$ cat config.mk
export PLATFORM = sky130hd
export DESIGN_NAME = boot_mem_arbiter
export DESIGN_NICKNAME = d
export VERILOG_FILES = /design/src/rtl/boot_mem_arbiter_pkg.sv /design/src/rtl/boot_mem_arbiter.sv
export SDC_FILE = /design/constraint.sdc
export NUM_CORES = 1
export LEC_CHECK = 0
export ABC_AREA = 0
export CORE_AREA = 2 2 84 86
export DETAILED_ROUTE_END_ITERATION = 8
export DIE_AREA = 0 0 86 88
export SYNTH_ARGS = -nofsm -noshare
export SYNTH_HDL_FRONTEND = slang
export SYNTH_SLANG_ARGS = --single-unit
$ cat constraint.sdc
create_clock -name clk -period 5.63 [get_ports clk]
set_input_delay 0.8445 -clock clk [delete_from_list [all_inputs] [get_ports clk]]
set_output_delay 0.8445 -clock clk [all_outputs]
set_load 0.02 [all_outputs]
$ cat src/rtl/boot_mem_arbiter_pkg.sv
// Shared encodings for the boot/scan/CPU RAM arbiter: mode values and
// requester owner ids used to route read-valid back to the right port.
package boot_mem_arbiter_pkg;

   localparam logic [1:0] MODE_RUN  = 2'd0;
   localparam logic [1:0] MODE_BOOT = 2'd1;
   localparam logic [1:0] MODE_SCAN = 2'd2;

   localparam logic [1:0] ID_CPU  = 2'd0;
   localparam logic [1:0] ID_BOOT = 2'd1;
   localparam logic [1:0] ID_SCAN = 2'd2;

endpackage

$ cat src/rtl/boot_mem_arbiter.sv
// Single-port RAM arbiter between CPU, UART bootloader and scan dump reader.
// A registered mode FSM gives BOOT/SCAN exclusive access and halts the CPU;
// in RUN the CPU has priority, with a saturating wait counter that forces a
// scan grant after MAX_WAIT consecutive CPU wins.
module boot_mem_arbiter
   import boot_mem_arbiter_pkg::*;
#(
   parameter int ADDR_W   = 8,
   parameter int DATA_W   = 8,
   parameter int MAX_WAIT = 15
) (
   input  logic              clk,
   input  logic              rst,
   input  logic              ce,
   input  logic              boot_start,
   input  logic              boot_done,
   input  logic              scan_mode,
   output logic              cpu_halt,
   input  logic              cpu_req,
   input  logic              cpu_we,
   input  logic [ADDR_W-1:0] cpu_addr,
   input  logic [DATA_W-1:0] cpu_wdata,
   output logic              cpu_gnt,
   output logic              cpu_rvalid,
   input  logic              boot_req,
   input  logic              boot_we,
   input  logic [ADDR_W-1:0] boot_addr,
   input  logic [DATA_W-1:0] boot_wdata,
   output logic              boot_gnt,
   output logic              boot_rvalid,
   input  logic              scan_req,
   input  logic              scan_we,
   input  logic [ADDR_W-1:0] scan_addr,
   input  logic [DATA_W-1:0] scan_wdata,
   output logic              scan_gnt,
   output logic              scan_rvalid,
   output logic [DATA_W-1:0] rdata,
   output logic              mem_en,
   output logic              mem_we,
   output logic [ADDR_W-1:0] mem_addr,
   output logic [DATA_W-1:0] mem_wdata,
   input  logic [DATA_W-1:0] mem_rdata
);

   localparam logic [7:0] MAX_WAIT_C = 8'(MAX_WAIT);

   logic [1:0] mode;
   logic [1:0] mode_nxt;
   logic [7:0] wait_cnt;
   logic [7:0] wait_cnt_nxt;

   // read-return pipe: valid and owner of the access issued last cycle
   logic       vld_p1;
   logic [1:0] id_p1;
   logic       rd_issue;
   logic [1:0] rd_id;

   // grant decision from registered mode/counter and the live requests
   always_comb begin
      cpu_gnt  = 1'b0;
      boot_gnt = 1'b0;
      scan_gnt = 1'b0;
      if (!rst && ce) begin
         case (mode)
            MODE_BOOT: boot_gnt = boot_req;
            MODE_SCAN: scan_gnt = scan_req;
            default: begin
               if (scan_req && (!cpu_req || wait_cnt == MAX_WAIT_C))
                  scan_gnt = 1'b1;
               else
                  cpu_gnt = cpu_req;
            end
         endcase
      end
   end

   // RAM port driven straight from the single winner
   always_comb begin
      mem_we    = 1'b0;
      mem_addr  = '0;
      mem_wdata = '0;
      rd_id     = ID_CPU;
      if (cpu_gnt) begin
         mem_we    = cpu_we;
         mem_addr  = cpu_addr;
         mem_wdata = cpu_wdata;
         rd_id     = ID_CPU;
      end else if (boot_gnt) begin
         mem_we    = boot_we;
         mem_addr  = boot_addr;
         mem_wdata = boot_wdata;
         rd_id     = ID_BOOT;
      end else if (scan_gnt) begin
         mem_we    = scan_we;
         mem_addr  = scan_addr;
         mem_wdata = scan_wdata;
         rd_id     = ID_SCAN;
      end
   end

   assign mem_en   = cpu_gnt | boot_gnt | scan_gnt;
   assign rd_issue = mem_en & ~mem_we;
   assign rdata    = mem_rdata;
   assign cpu_halt = (mode != MODE_RUN);

   // next mode; boot_start outranks scan_mode when leaving RUN
   always_comb begin
      mode_nxt = mode;
      case (mode)
         MODE_RUN: begin
            if (boot_start)
               mode_nxt = MODE_BOOT;
            else if (scan_mode)
               mode_nxt = MODE_SCAN;
         end
         MODE_BOOT: if (boot_done)  mode_nxt = MODE_RUN;
         MODE_SCAN: if (!scan_mode) mode_nxt = MODE_RUN;
         default:   mode_nxt = MODE_RUN;
      endcase
   end

   // starvation counter: counts CPU wins while scan waits, only inside RUN
   always_comb begin
      wait_cnt_nxt = wait_cnt;
      if (mode != MODE_RUN || mode_nxt != MODE_RUN)
         wait_cnt_nxt = '0;
      else if (scan_gnt || !scan_req)
         wait_cnt_nxt = '0;
      else if (cpu_gnt && wait_cnt != MAX_WAIT_C)
         wait_cnt_nxt = wait_cnt + 8'd1;
   end

   // mode and counter state, frozen while ce is low
   always_ff @(posedge clk or posedge rst) begin
      if (rst) begin
         mode     <= MODE_RUN;
         wait_cnt <= '0;
      end else if (ce) begin
         mode     <= mode_nxt;
         wait_cnt <= wait_cnt_nxt;
      end
   end

   // ---- stage p0 -> p1: read issued, data returns next cycle ----
   // valid flag of the outstanding read; not gated by ce so it always drains
   always_ff @(posedge clk or posedge rst) begin
      if (rst)
         vld_p1 <= 1'b0;
      else
         vld_p1 <= rd_issue;
   end

   // owner of the outstanding read, only meaningful when vld_p1 is set
   always_ff @(posedge clk) begin
      id_p1 <= rd_id;
   end

   assign cpu_rvalid  = vld_p1 && (id_p1 == ID_CPU);
   assign boot_rvalid = vld_p1 && (id_p1 == ID_BOOT);
   assign scan_rvalid = vld_p1 && (id_p1 == ID_SCAN);

endmodule
==> results_dict.tcl <==
set metrics [dict create \
    finalPower_w 0.0005738 \
    wl_per_cell_um 14.13 \
    pin_count 101 \
    drive_above_1_share 0.1451 \
    synth_edf_count 0 \
    dieArea_mm2 0.007568 \
    power_density_mw_per_mm2 243.4 \
    synth_cell_types 54 \
    cts.sinks 13 \
    wl_um 4732 \
    setup_slack_ns 1.327 \
    clock.fmax_mhz 232.4 \
    maxCapViolations 0 \
    start_util 0.2262 \
    grtUsageTotal 0.1211 \
    overflow 0 \
    min_period_ns 4.303 \
    seq_area_um2 315.3 \
    htree_levels 1 \
    antenna_found_initial 0 \
    core_area_mm2 0.006644 \
    initialDrtViolationCount 98 \
    finalSetupViolations 0 \
    synth_top_area_frac 0.1832 \
    final_area_mm2 0.002357 \
    dr.pass1.iters 4 \
    critPathArrivalTime_ns 3.46 \
    crit_path_start_kind "primary input" \
    placed_area_mm2 0.002312 \
    rsz0062_at_grt "no" \
    outcome "completed" \
    top_usage_layer "met2" \
    fin_skew_ns 0.006260 \
    ys_seq_elements 13 \
    numCtsBuffers 3 \
    final_hold_viol_count 0 \
    critPathRequiredTime_ns 4.79 \
    place_congestion 0.7891 \
    ys_warn_count 0 \
    vdd.ir_drop.worst_uv 153.5 \
    grtUsageMet2 0.2001 \
    yosys.area.top_type "dfrtp_1" \
    crit_type "in2out" \
    p_leak_nw 0.9395 \
    cts-root-buf "clkbuf_8" \
    synth_area_mm2 0.001503 \
    die_y_um 88 \
    first_global_vias 1533 \
    synth_area_per_cell_um2 8.302 \
    multi_input_area_um2 987.2 \
    postCtsSetupBuffers 0 \
    hpwl_um 3614 \
    final_core_util 0.3548 \
    ys_seq_area_frac 0.2098 \
    syn2layout_area_growth_pct 56.87 \
    worst_pin_slew_ns 0.8469 \
    vias_per_cell 4.952 \
    cts_tree "done" \
    setup_tns_ns 0 \
    ant_nets 0 \
    fin_nets 329 \
    grt_max_degree 21 \
    fillers 681 \
    vias 1659 \
    async_flop_share 0.8462 \
    n_antenna_cell 0 \
    cp_max_fo 20 \
    synthFlopType "dfrtp_1" \
    met1_usage 0.1648 \
    slew_headroom 0.4354 \
    clkLatencyLatePin_ns 0.24 \
    clockBufferDepth 2 \
    ctsResizeCount 0 \
    synthTopCellsByArea "dfrtp_1, a221oi_2, nor2_1" \
    finalMaxSlewViolations 0 \
    period_share 0.7642 \
    grt_pass1_wl_um 7500 \
    syn_nets 254 \
    io_buffers 84 \
    dpl_worst_slack_ns 1.315 \
    grt_use_met3 0.03016 \
    hold_class "reg2reg" \
    hold_buffers 0 \
    drc 0 \
    row_count 30 \
    clk_pin_slew_ns 0.06 \
    die_w_um 86 \
    synth_cells 181 \
    cp-end-kind "output port" \
]
-- power by group --
| group | switching, W | internal, W |
|---|---|---|
| registers | 0.0000105 | 0.000104 |
| clock network | 0.0000338 | 0.0000500 |
| logic | 0.000197 | 0.000179 |
| total | 0.000242 | 0.000332 |
-- final timing paths --
| check | start | end | slack (ns) | cells past startpoint |
|---|---|---|---|---|
| max in group asynchronous | rst | wait_cnt[5] | 4.33 | 2 |
| hold reg to reg | mode[0] | mode[0] | 0.60 | 1 |
| min in group asynchronous | rst | wait_cnt[0] | 0.98 | 2 |
| setup reg to reg | mode[1] | vld_p1 | 3.09 | 7 |
| hold / removal | mode[0] | mode[0] | 0.60 | 1 |
| setup / recovery | ce | mem_we | 1.33 | 7 |
-- area by class of cell --
class | count | area share
Sequential cell | 13 | 0.1338
Inverter | 11 | 0.01964
Tap cell | 80 | 0.04246
Clock buffer | 4 | 0.01911
Multi-Input combinational cell | 140 | 0.4188
Timing Repair Buffer | 87 | 0.3662
-- registers in the layout, indices dropped and copies added, names as in the netlist --
signal,cells
id_p1,2
vld_p1,1
mode,2
wait_cnt,8
-- per-layer routing --
layer	vias up	routed length, um	part of all wire
met5	-	0	0
li1	813	-	-
met3	2	308	0.065
met1	787	2161	0.46
met2	57	2249	0.48
met4	0	12	0.0025
-- through the flow --
stage	cells	hold slack [ns]
2_1_floorplan	181	0.5329
3_3_place_gp	331	0.5710
3_5_place_dp	331	0.5818
4_1_cts	335	0.5934
5_1_grt	335	0.6393
6_report	335	0.5981
-- kinds of logic (layout without fill, tap and decap cells) --
kind of cell | after synthesis | in the layout | share of synthesized area
AOI/OAI and AO/OA | 43 | 43 | 0.2698
and+or+nand+nor | 91 | 91 | 0.3381
DFF | 13 | 13 | 0.2098
buffers and inverters | 28 | 102 | 0.1332
adders and majority gates | 5 | 5 | 0.04163
muxes | 1 | 1 | 0.007493
-- Yosys cell counts, types with 2 or more instances --
cell type and number:
a221oi_1 6, a21oi_1 2, a221oi_2 10, o211ai_1 3, and3_1 8, nand2_1 11, buf_6 3, nand4_1 9
dfxtp_1 2, a221o_2 2, buf_4 8, a21o_1 2, nor2b_1 2, o21ai_0 4, o221ai_1 4, nor2_2 9
nand3_1 5, nor2_1 27, clkbuf_8 2, ha_1 5, o21a_1 2, nand2b_1 4, dfrtp_1 11, inv_1 9
nor3b_1 2
-- placed cells by master, fill, tap and decap left out, types with 3 or more instances in the layout --
cell / n
and3_1: 8
inv_1: 9
nand2_1: 11
ha_1: 5
nor2_1: 27
nand4_1: 9
clkbuf_8: 3
buf_4: 3
o21ai_0: 4
o211ai_1: 3
clkdlybuf4s50_1: 84
nor2_2: 9
a221oi_1: 6
nand2b_1: 4
nand3_1: 5
a221oi_2: 10
o221ai_1: 4
dfrtp_1: 11
-- worst max-delay path, cell delays in order --
cell and delay, ns:
clkdlybuf4s50_1 0.39, buf_4 0.19, nand4bb_1 0.13, a31o_1 0.67
inv_6 0.20, a221o_2 0.46, clkdlybuf4s50_1 0.55
Power figures use the tool's default switching activity.
==> RTL edit: new RTL, same settings <==
Set the parameter `ADDR_W` to 7 (it was 8).
--- a/src/rtl/boot_mem_arbiter.sv
+++ b/src/rtl/boot_mem_arbiter.sv
@@ -5,7 +5,7 @@
 module boot_mem_arbiter
    import boot_mem_arbiter_pkg::*;
 #(
-   parameter int ADDR_W   = 8,
+   parameter int ADDR_W   = 7,
    parameter int DATA_W   = 8,
    parameter int MAX_WAIT = 15
 ) (
Interface: changed (resized boot_addr, cpu_addr, mem_addr and scan_addr); port bits go from 101 to 97. The function was not compared with the original's and may differ.
==> RTL edit against the original RTL <==
Routed wire length is 9.8% lower; critical path depth is the same; total power decreased by 15%; area after synthesis shrank 14%; sequential cell count unchanged; register-to-register slack improved by 0.14 ns; final area down 9.7%; clock power is 2% higher; worst setup slack worse by 0.18 ns; die area did not move.
==> RTL edit: results <==
set metrics [dict create \
    critical_path.max_fanout 23 \
    met1Wirelength_um 1780 \
    use_met1 0.135 \
    gp_congestion 0.769 \
    ys_top_cells_by_area "dfrtp_1 21%, a22oi_1 8.7%, o21ai_1 6.2%" \
    nets 301 \
    syn-num-nets 233 \
    fillerInstances 688 \
    cp_slowest_cell "clkdlybuf4s50_1" \
    hold_path_startpoint "wait_cnt[0]$_DFFE_PP0P_" \
    synth_cell_types 48 \
    r2r_slack_ns 3.23 \
    portBuffers 80 \
    clock_skew_ns 0.00213 \
    netSwitchingFraction 0.390 \
    grt_pass1_wl_um 6430 \
    reg2reg_from "mode[0]$_DFFE_PP0P_" \
    grt_util_all_layers 0.104 \
    synthTopCellsByCount "18 x nand2_1, 16 x o21ai_1, 15 x a22oi_1, 11 x dfrtp_1, 9 x buf_4" \
    drtIter0Drc 70 \
    drive_above_1_share 0.0609 \
    dr_wl_met2_um 2140 \
    status "finished, final reports clean" \
    dp_slack_ns 1.13 \
    num_vias 1466 \
    peakVddDrop_mv 0.0879 \
    wl_per_cell_um 13.8 \
    grt_pass1_vias 1375 \
    p_clk_mw 0.0858 \
    dr_wl_met3_um 296 \
    place_hpwl_um 3340 \
    grt_max_degree 24 \
    post-route-period-util 0.797 \
    r2r_end "wait_cnt[7]$_DFFE_PP0P_" \
    slowest_delay_ns 0.78 \
    grt_util_met3 0.0320 \
]
[RTL edit: cell count changes after synthesis, moves of 6 or more]
| cell | before | now |
|---|---|---|
| a221oi_1 | 6 | 0 |
| a221oi_2 | 10 | 0 |
| a22oi_1 | 0 | 15 |
| nand2_1 | 11 | 18 |
| nor2_1 | 27 | 5 |
| nor2_2 | 9 | 1 |
| o21ai_1 | 0 | 16 |
[RTL edit: area by class of cell]
type                       count  area, um^2  area share
multi-input combinational    123         827       0.388
timing repair buffer          81         808       0.380
sequential                    13         315       0.148
tap                           80         100      0.0470
clock buffer                   4        45.0      0.0212
inverter                       9        33.8      0.0159
[RTL edit: per-stage QoR]
step | power (mW) | std cells | cell area, um^2 | hold WS (ns) | util
floorplan | 0.291 | 163 | 1300 | 0.479 | -
global placement | 0.402 | 306 | 2080 | 0.512 | 0.314
detailed placement | 0.404 | 306 | 2080 | 0.516 | 0.314
CTS | 0.493 | 310 | 2130 | 0.525 | 0.321
global route | 0.526 | 310 | 2130 | 0.551 | 0.321
finish | 0.485 | 310 | 2130 | 0.523 | 0.321
[RTL edit: worst min path at each step]
stage | end | slack [ns]
after floorplan | wait_cnt[0]$_DFFE_PP0P_ | 0.48
final | wait_cnt[0]$_DFFE_PP0P_ | 0.52
after global routing | wait_cnt[0]$_DFFE_PP0P_ | 0.55
after CTS | wait_cnt[0]$_DFFE_PP0P_ | 0.52
after detailed placement | wait_cnt[0]$_DFFE_PP0P_ | 0.52
after global placement | wait_cnt[0]$_DFFE_PP0P_ | 0.51
[RTL edit: cells by family after synthesis]
logic type      count (synthesis)  synth area share
buf+inv                        27             0.120
flops                          13             0.243
compound gates                 57             0.316
fa+ha+maj                       5            0.0482
simple gates                   61             0.273
